===== src/rtl/secded_encoder_tx_pkg.sv =====
// Shared SECDED(13,8) codeword layout, used by both the encoder and the decoder
// so the two sides always agree on where parity and data bits live.
package secded_pkg;

  localparam int DATA_W = 8;
  localparam int CODE_W = 13;
  localparam int SYN_W  = 4;

  typedef logic [CODE_W-1:0] codeword_t;

  // Hamming positions (code bit index) of the parity bits and of data bits d[0..7]
  localparam logic [3:0] PARITY_POS [SYN_W]  = '{4'd1, 4'd2, 4'd4, 4'd8};
  localparam logic [3:0] DATA_POS   [DATA_W] = '{4'd3, 4'd5, 4'd6, 4'd7,
                                                 4'd9, 4'd10, 4'd11, 4'd12};

endpackage


===== src/rtl/secded_encoder_tx_if.sv =====
// Data-in and codeword-out valid/ready bus between the producer, the encoder and the decoder.
// The slave modport is the encoder's view; master is the surrounding logic's view.
interface secded_encoder_tx_if;
  import secded_pkg::*;

  logic [DATA_W-1:0] in_data;
  logic              in_valid;
  logic              in_ready;
  codeword_t         out_code;
  logic              out_valid;
  logic              out_ready;

  modport slave (
    input  in_data, in_valid, out_ready,
    output in_ready, out_code, out_valid
  );

  modport master (
    output in_data, in_valid, out_ready,
    input  in_ready, out_code, out_valid
  );
endinterface


===== src/rtl/secded_encoder_tx_encode.sv =====
// Combinational 8-bit -> 13-bit Hamming encoder with overall even parity in bit 0.
// Zero latency, no flow control.
module secded_encode
  import secded_pkg::*;
(
  input  logic [DATA_W-1:0] i_data,
  output codeword_t         o_code
);

  codeword_t w_code;
  logic      w_par;

  always_comb begin
    w_code = '0;
    w_par  = 1'b0;
    for (int i = 0; i < DATA_W; i++) begin
      w_code[DATA_POS[i]] = i_data[i];
    end
    // Parity slots are still zero when each p_k is computed, so including them is harmless
    for (int k = 0; k < SYN_W; k++) begin
      w_par = 1'b0;
      for (int j = 1; j < CODE_W; j++) begin
        if (j[k]) w_par = w_par ^ w_code[j[3:0]];
      end
      w_code[PARITY_POS[k]] = w_par;
    end
    w_code[0] = ^w_code[CODE_W-1:1];
  end

  assign o_code = w_code;

endmodule


===== src/rtl/secded_encoder_tx.sv =====
// Encodes accepted bytes to SECDED codewords, optionally corrupts them, and queues them for the decoder.
// Accept-to-out_valid latency is 1 cycle; in_ready drops when the FIFO is full (no write-through).
module secded_encoder_tx
  import secded_pkg::*;
#(
  parameter int DEPTH = 2,
  parameter int CNT_W = 16
) (
  input  logic                clock,
  input  logic                reset_L,
  secded_encoder_tx_if.slave  bus,
  input  codeword_t           inj_mask,
  input  logic                inj_always,
  input  logic                inj_arm,
  output logic [CNT_W-1:0]    words_sent,
  output logic [7:0]          errs_injected,
  output logic                armed
);

  localparam int PTR_W = $clog2(DEPTH);
  localparam int CNT_FW = $clog2(DEPTH + 1);

  codeword_t          r_mem [DEPTH];
  logic               r_tag [DEPTH];
  logic [PTR_W-1:0]   r_wr_ptr;
  logic [PTR_W-1:0]   r_rd_ptr;
  logic [CNT_FW-1:0]  r_count;
  logic               r_live;
  logic               r_armed;
  logic [CNT_W-1:0]   r_words;
  logic [7:0]         r_errs;

  codeword_t w_code;
  codeword_t w_mask;
  logic      w_push;
  logic      w_pop;

  secded_encode u_encode (
    .i_data (bus.in_data),
    .o_code (w_code)
  );

  // r_live holds in_ready low until the first edge after reset release
  assign bus.in_ready  = r_live && (r_count < CNT_FW'(DEPTH));
  assign bus.out_valid = (r_count != '0);
  assign bus.out_code  = r_mem[r_rd_ptr];

  assign w_push = bus.in_valid && bus.in_ready;
  assign w_pop  = bus.out_valid && bus.out_ready;
  assign w_mask = (inj_always || r_armed) ? inj_mask : '0;

  always_ff @(posedge clock or negedge reset_L) begin
    if (!reset_L) begin
      for (int i = 0; i < DEPTH; i++) begin
        r_mem[i] <= '0;
        r_tag[i] <= 1'b0;
      end
      r_wr_ptr <= '0;
      r_rd_ptr <= '0;
      r_count  <= '0;
      r_live   <= 1'b0;
      r_armed  <= 1'b0;
      r_words  <= '0;
      r_errs   <= '0;
    end else begin
      r_live <= 1'b1;
      if (w_push) begin
        r_mem[r_wr_ptr] <= w_code ^ w_mask;
        r_tag[r_wr_ptr] <= |w_mask;
        r_wr_ptr        <= r_wr_ptr + PTR_W'(1);
      end
      if (w_pop) begin
        r_rd_ptr <= r_rd_ptr + PTR_W'(1);
        r_words  <= r_words + CNT_W'(1);
        if (r_tag[r_rd_ptr] && (r_errs != 8'hFF)) r_errs <= r_errs + 8'd1;
      end
      case ({w_push, w_pop})
        2'b10:   r_count <= r_count + CNT_FW'(1);
        2'b01:   r_count <= r_count - CNT_FW'(1);
        default: r_count <= r_count;
      endcase
      // A new arm always wins: a coincident accept either consumes the old arm or precedes the new one
      if (inj_arm)     r_armed <= 1'b1;
      else if (w_push) r_armed <= 1'b0;
    end
  end

  assign words_sent    = r_words;
  assign errs_injected = r_errs;
  assign armed         = r_armed;

endmodule


===== src/flat_wrapper.sv =====
// flat-port wrapper written by rule: the top's interface ports become plain ports
module secded_encoder_tx_flat import secded_pkg::*;
#(
  parameter int DEPTH = 2,
  parameter int CNT_W = 16
)
  (clock, reset_L, inj_mask, inj_always, inj_arm, words_sent, errs_injected, armed, bus_in_data, bus_in_valid, bus_out_ready, bus_in_ready, bus_out_code, bus_out_valid);
  secded_encoder_tx_if bus_i ();
  input  logic clock;
  input  logic reset_L;
  input  codeword_t inj_mask;
  input  logic inj_always;
  input  logic inj_arm;
  output logic [CNT_W-1:0] words_sent;
  output logic [7:0] errs_injected;
  output logic armed;
  input wire logic [$bits(bus_i.in_data)-1:0] bus_in_data;
  input wire logic [$bits(bus_i.in_valid)-1:0] bus_in_valid;
  input wire logic [$bits(bus_i.out_ready)-1:0] bus_out_ready;
  output wire logic [$bits(bus_i.in_ready)-1:0] bus_in_ready;
  output wire logic [$bits(bus_i.out_code)-1:0] bus_out_code;
  output wire logic [$bits(bus_i.out_valid)-1:0] bus_out_valid;
  assign bus_i.in_data = bus_in_data;
  assign bus_i.in_valid = bus_in_valid;
  assign bus_i.out_ready = bus_out_ready;
  assign bus_in_ready = bus_i.in_ready;
  assign bus_out_code = bus_i.out_code;
  assign bus_out_valid = bus_i.out_valid;
  secded_encoder_tx #(.DEPTH(DEPTH), .CNT_W(CNT_W)) u_core (.clock(clock), .reset_L(reset_L), .bus(bus_i), .inj_mask(inj_mask), .inj_always(inj_always), .inj_arm(inj_arm), .words_sent(words_sent), .errs_injected(errs_injected), .armed(armed));
endmodule

===== config.mk =====
export PLATFORM = sky130hd
export DESIGN_NAME = secded_encoder_tx_flat
export DESIGN_NICKNAME = d
export VERILOG_FILES = /design/src/rtl/secded_encoder_tx_pkg.sv /design/src/rtl/secded_encoder_tx_if.sv /design/src/rtl/secded_encoder_tx_encode.sv /design/src/rtl/secded_encoder_tx.sv /design/src/flat_wrapper.sv
export SDC_FILE = /design/constraint.sdc
export NUM_CORES = 1
export LEC_CHECK = 0
export CORE_ASPECT_RATIO = 0.8
export CORE_MARGIN = 10
export CORE_UTILIZATION = 50
export DETAILED_ROUTE_END_ITERATION = 10
export GPL_TIMING_DRIVEN = 0
export PLACE_DENSITY = 0.8
export SYNTH_ARGS = -nofsm -noshare
export SYNTH_HDL_FRONTEND = slang
export SYNTH_SLANG_ARGS = --single-unit

===== constraint.sdc =====
create_clock -name clock -period 3.2 [get_ports clock]
set_input_delay 0.48 -clock clock [delete_from_list [all_inputs] [get_ports clock]]
set_output_delay 0.48 -clock clock [all_outputs]
set_load 0.03 [all_outputs]

==> run metrics <==
type of origin of the critical path=flip-flop; largest cells by area after synthesis=dfrtp_1 51%, xnor2_1 7.4%, nand2_1 7.2%, mux2_2 5.5%, xor2_1 5.5%; clk_lat worst skew=approximately 340 ps; Final #Nets=about 380; Clock Power Share=0.196; placed cell count=approximately 420; post-DR wirelength/cell=around 16 um; critical path endpoint category=output port; Syn Inst Count=273; Die Height=around 90 um; DRC violations left=0; HPWL after detailed placement=5130 um; most frequent cell after synthesis=dfrtp_1; final worst-path cycle share=0.890; Post-Synth XOR/XNOR Area=0.159; Post-CTS Hold Fix Bufs=0; # setup viols final=0; mux share of post-synthesis cell area=0.0707; register area share after synthesis=0.509; main combinational cell family by area after synthesis=simple AND/OR/NAND/NOR gates; Post-Layout Cell Count=433; largest net degree at the start of global routing=32; Core Rows=24; post-synthesis compound-gate area fraction=0.0694; Synth top cells by count=58 x dfrtp_1, 55 x nand2_1, 24 x xnor2_1; syn nets=between 300 and 400; HP Class=in -> async; most area-hungry cell type in the Yosys netlist=dfrtp_1; vias in the first global route=2337; IO buf count=between 60 and 70; maximum VDD drop=0.000548 V; vias=2207; Syn Area/Cell=roughly 10 sq um; Sw Share=0.387; Final Hold Slack=around 200 ps; total congestion overflow=0; final wirelength=roughly 6700 um; Comb power frac=0.458; Primary FF master, synth=dfrtp_1; Final Hold Fails=0; Psw=1.35 mW; Yosys reg bits=58; clock buffer depth=2; Final Critical Period=around 2800 ps; design internal power=roughly 2.1 mW; layout cells sized above 1=0.107; Worst Skew=5.58 ps; initial core utilization=0.518; PD cells=just over 900 nW/um^2; vias per cell=~5.1; Post-synth EDFFs=0; Yosys top cell area share=0.509; # Max-Cap Violations=0; Adder-Cell Fraction of Synth Area=0.0132; slew margin rel.=0.526; Post-DRT Antenna Nets=0; first-pass GRT wire length=11400 um; # diodes=0; antenna violations before repair=0; clk slew on worst S/H paths=60 ps; Reg power frac=0.346; fraction of registers with async set/reset=1.00; CTS H-tree depth=3; outcome=completed; Peak Freq=roughly 0.35 GHz; core area=between 5000 and 6000 sq um; Final Max Tran Viols=0; Yosys cell types=37; total CTS buffers=9; post_cts resized=0; routability cong.=0.785; DR iter-0 viols=104; die width=about 100 um; crit-path max FO=10; Slew @ Worst Pin=between 700 and 800 ps; Synth Cell Area=approximately 2800 sq um; P_leak=~1.7 nW; CP Class=reg -> out; Root Buffer=clkbuf_8; synth-to-layout area growth=34.3%; CTS tree=built; Die Area=just over 9000 sq um; Data required, critical path=2720 ps; RSZ-0062 raised after global routing=no; Sum Neg Setup Slack=0 ps; crit path DAT=approximately 2400 ps; io pins=between 60 and 70; YS warnings=0; first-pass iteration count of the detailed router=4; gr usage total=0.156; clock sinks=between 50 and 60; Post-CTS Setup Bufs=0; simple logic cell fraction of the synthesized area=0.160
## worst max-delay path, stage by stage, from the launching register on
cell and delay, ps:
dfrtp_1 310, buf_2 190, buf_1 510, mux2_2 420, clkdlybuf4s50_1 600
## final cells by class
type                    instances  area [sq um]
plain buffers                   8          32.5
clock buffers                  13           169
clock inverters                 2          35.0
fillers                       437          1670
inverters                       4          15.0
multi-input cells             203          1350
flip-flops and latches         58          1450
well taps                      78          97.6
repair buffers                 67           676
## path summary, 6_finish.rpt
check                                                        from                                 to  slack, ps  cells after the start
worst min-delay path                                      reset_L        u_core.r_mem[1]$_DFFE_PN0P_        200                      1
worst min register to register  u_core.words_sent[15]$_DFFE_PN0P_  u_core.words_sent[15]$_DFFE_PN0P_        460                      1
max in group asynchronous                                 reset_L       u_core.r_mem[19]$_DFFE_PN0P_       2410                      2
worst max-delay path                  u_core.r_rd_ptr$_DFFE_PN0P_                    bus_out_code[4]        350                      4
min in group clock              u_core.words_sent[15]$_DFFE_PN0P_  u_core.words_sent[15]$_DFFE_PN0P_        460                      1
worst max register to register      u_core.r_count[1]$_DFFE_PN0P_       u_core.r_mem[21]$_DFFE_PN0P_       1420                      6
## metrics by stage
step / cell area (sq um) / power [mW] / util / worst slack [ps]
finish: 3830 / 3.49 / 0.696 / 353
global route: 3830 / 3.72 / 0.696 / 277
detailed placement: 3620 / 2.83 / 0.659 / 706
global placement: 3610 / 2.79 / 0.656 / -95.1
floorplan: 2850 / 2.21 / - / 1450
CTS: 3830 / 3.54 / 0.696 / 339
## kinds of logic (layout without fill, tap and decap cells)
logic type | after synthesis | in the layout
buf+inv | 12 | 94
flops | 58 | 58
fa+ha+maj | 3 | 3
mux | 18 | 18
compound gates | 36 | 36
other cells | 1 | 1
simple gates | 99 | 99
xor+xnor | 46 | 46
## state kept, by name (all words and copies together), names as in the netlist
register	flops
u_core.r_wr_ptr	1
u_core.r_rd_ptr	1
u_core.r_mem	26
u_core.armed	1
u_core.r_count	2
u_core.words_sent	16
u_core.errs_injected	8
u_core.r_tag	2
u_core.r_live	1
## layer usage
metal / part of all wire / routed length, um / vias up / global-route usage
li1: - / - / 1083 / -
met1: 0.45 / 3060 / 1074 / 0.188
met2: 0.48 / 3250 / 42 / 0.252
met3: 0.050 / 338 / 8 / 0.0466
met4: 0.014 / 93 / 0 / 0.0744
met5: 0 / 0 / - / 0
## power by group through the flow
stage | Clock [mW] | Sequential, mW | Combinational (mW)
after floorplan | 0 | 1.32 | 0.888
after global placement | 0 | 1.21 | 1.58
after detailed placement | 0 | 1.22 | 1.61
after CTS | 0.702 | 1.21 | 1.62
after global routing | 0.730 | 1.25 | 1.73
final | 0.684 | 1.21 | 1.60
## cell usage in the layout, fill, tap and decap left out, drive strengths merged, types with 2 or more instances in the layout
cell type	Yosys	final
xnor3	3	3
clkdlybuf4s50	0	65
xnor2	25	25
and3	2	2
mux2	17	17
nor3	6	6
xor2	18	18
o21ai	31	31
inv	4	4
buf	3	5
nor2	7	7
clkbuf	5	18
dfrtp	58	58
nand4	6	6
nand3	12	12
nand2	55	55
and4	3	3
nor4	2	2
or2	3	3
ha	3	3
Note: power is estimated with default switching activity, not from simulation.
==> patch, RTL diff (same flow settings) <==
`DEPTH` is set to 2 in 2 places; all go to 8.
--- a/src/rtl/secded_encoder_tx.sv
+++ b/src/rtl/secded_encoder_tx.sv
@@ -3,7 +3,7 @@
 module secded_encoder_tx
   import secded_pkg::*;
 #(
-  parameter int DEPTH = 2,
+  parameter int DEPTH = 8,
   parameter int CNT_W = 16
 ) (
   input  logic                clock,
--- a/src/flat_wrapper.sv
+++ b/src/flat_wrapper.sv
@@ -1,7 +1,7 @@
 // flat-port wrapper written by rule: the top's interface ports become plain ports
 module secded_encoder_tx_flat import secded_pkg::*;
 #(
-  parameter int DEPTH = 2,
+  parameter int DEPTH = 8,
   parameter int CNT_W = 16
 )
   (clock, reset_L, inj_mask, inj_always, inj_arm, words_sent, errs_injected, armed, bus_in_data, bus_in_valid, bus_out_ready, bus_in_ready, bus_out_code, bus_out_valid);
Behaviour: not the same (a bounded check fails within 4 cycles, from zero or initial values and one cycle with reset_L low).
==> patch against the unedited design <==
- worst setup slack worse by 0.26 ns
- synthesized area up 140%
- routed wire length is 140% higher
- maximum frequency decreased by 8.3%
- core utilization fell by 7.1 points
- via count is 130% higher
- synthesized cell count up 120%
- design area rose by 120%
- largest cell class unchanged
- sequential cell count is 90 higher
- critical path type unchanged
- total power rose to 2.6 times the old value
==> patch: results (changes against the unedited design) <==
* Setup CP Type: reg2out
* Pin count of the biggest net entering global routing at 110 (+240%)
* Crit path capture: bus_out_code[3]
* Commonest cells in the netlist: dfrtp_1, nand2_1, nor2_1, a21oi_1, o21ai_0
* Worst Path Arrival at 2.62 ns (+0.25 ns)
* Reg area at 0.00370 sq mm (+160%)
* Leak Pwr at 3.80 nW (+120%)
* Status: complete, no violations
* Clock Latency Late Sink at 0.42 ns (+0.08 ns)
* Inserted Clock Buffers at 17 (+8)
* Net switching power at 3.22 mW (+140%)
* Reg2reg setup slack at 0.46 ns (-0.96 ns)
* Mapped Cells at 609 (+120%)
* Vias at 4985 (+130%)
* Clock skew at 0.00603 ns (+0.000448 ns)
* Critical Path Fanout Max at 10 (unchanged)
* First-pass GRT wire length at 26700 um (+130%)
* Sequential-to-total area share from yosys stat at 0.540 (+0.0303)
* Port buffer count at 66 (unchanged)
* GRT met2 Usage at 0.286 (+0.0341)
* HPWL after DPL at 11700 um (+130%)
* Crit path launch: u_core.r_rd_ptr[1]
* Net count after synthesis at 643 (+110%)
* Top cells by area, synth: dfrtp_1, mux4_2, nand2_1, xnor2_1, mux2_2
* Met1 Usage GRT at 0.231 (+0.0430)
* Max H-tree Level at 4 (+1)
* Hold/Removal Path Class: reg2reg
* Vias in the first global route at 5251 (+120%)
* WL final at 16300 um (+140%)
* Minimum clock period after layout at 3.10 ns (+0.256 ns)
* Peak VDD IR at 0.610 mV (+11%)
* Dpl ws at 0.165 ns (-0.540 ns)
* DRT iter0 DRCs at 530 (+410%)
* Clock root cell: clkbuf_16
* Slew headroom at 0.468 (-0.0582)
* Post_cts resized at 6 (+6)
* NumNets Final at 730 (+92%)
* Max reg flops at 104 (+300%)
* GR Util met3 at 0.0403 (-0.00629)
* Antenna cell count at 0 (unchanged)
* Post-synth cell types at 44 (+19%)
* Dpl cell area at 0.00778 sq mm (+110%)
* Fillers at 1017 (+130%)
* Largest Register: u_core.r_mem
* Share of cells above drive strength 1 at 0.153 (+0.0457)
* GPL Wtd Cong at 0.865 (+10%)
* GRT Overall Usage at 0.179 (+0.0237)
* Worst flop-to-flop path endpoint: u_core.r_count[3]
* Cell Count, Final, Fillers Out at 887 (+100%)
* YS warnings at 0 (unchanged)
* Cells after DPL at 856 (+100%)
* Worst-path clk slew at 0.06 ns (about the same)
* Worst r2r path cells at 7 (+1)
* Post-synth top flop: dfrtp_1
* Router iterations before antenna repair at 5 (+1)
* R2r startpoint: u_core.r_count[0]
* Initial antenna violation count at 0 (unchanged)
* Hold Buf Count CTS at 1 (+1)
==> patch: area by class of cell <==
type,instances,area share
sequential,148,0.438
tap,180,0.0267
buffer,30,0.0175
clock inverter,11,0.0216
multi-input combinational,423,0.355
clock buffer,19,0.0536
inverter,8,0.00355
timing repair buffer,68,0.0835
==> patch: worst min-delay path by stage <==
stage                               start  slack [ns]                    end
floorplan                         reset_L        0.18           u_core.armed
global placement         u_core.r_mem[67]        0.46       u_core.r_mem[67]
detailed placement                reset_L        0.41      u_core.r_count[1]
CTS                      u_core.r_mem[67]        0.48       u_core.r_mem[67]
global route        u_core.words_sent[15]        0.50  u_core.words_sent[15]
finish              u_core.words_sent[15]        0.47  u_core.words_sent[15]
==> patch: power by group through the flow <==
stage	clock network, mW	registers, mW	logic, mW
2_1_floorplan	0	3.16	2.33
3_3_place_gp	0	3.12	3.43
3_5_place_dp	0	3.19	3.57
4_1_cts	2.16	3.17	3.61
5_1_grt	2.24	3.27	3.90
6_report	2.14	3.18	3.59
==> patch: cells by family after synthesis <==
group	Yosys count	synth area share
mux	59	0.140
fa+ha+maj	7	0.0128
xor+xnor	58	0.0793
simple gates	205	0.131
compound gates	93	0.0733
flops	148	0.540
buf+inv	38	0.0230
other cells	1	0.000547
==> patch: routing by layer <==
| layer | vias up | routed length, um |
|---|---|---|
| met3 | 33 | 927 |
| met2 | 175 | 8130 |
| li1 | 2273 | - |
| met5 | - | 0 |
| met1 | 2504 | 6920 |
| met4 | 0 | 321 |
==> patch: critical path, cell delays in order, from the launching register on <==
cell	delay (ns)
dfrtp_1	0.43
buf_2	0.31
buf_2	0.34
mux4_2	0.36
nand2_1	0.09
nand2_1	0.07
clkdlybuf4s50_1	0.60
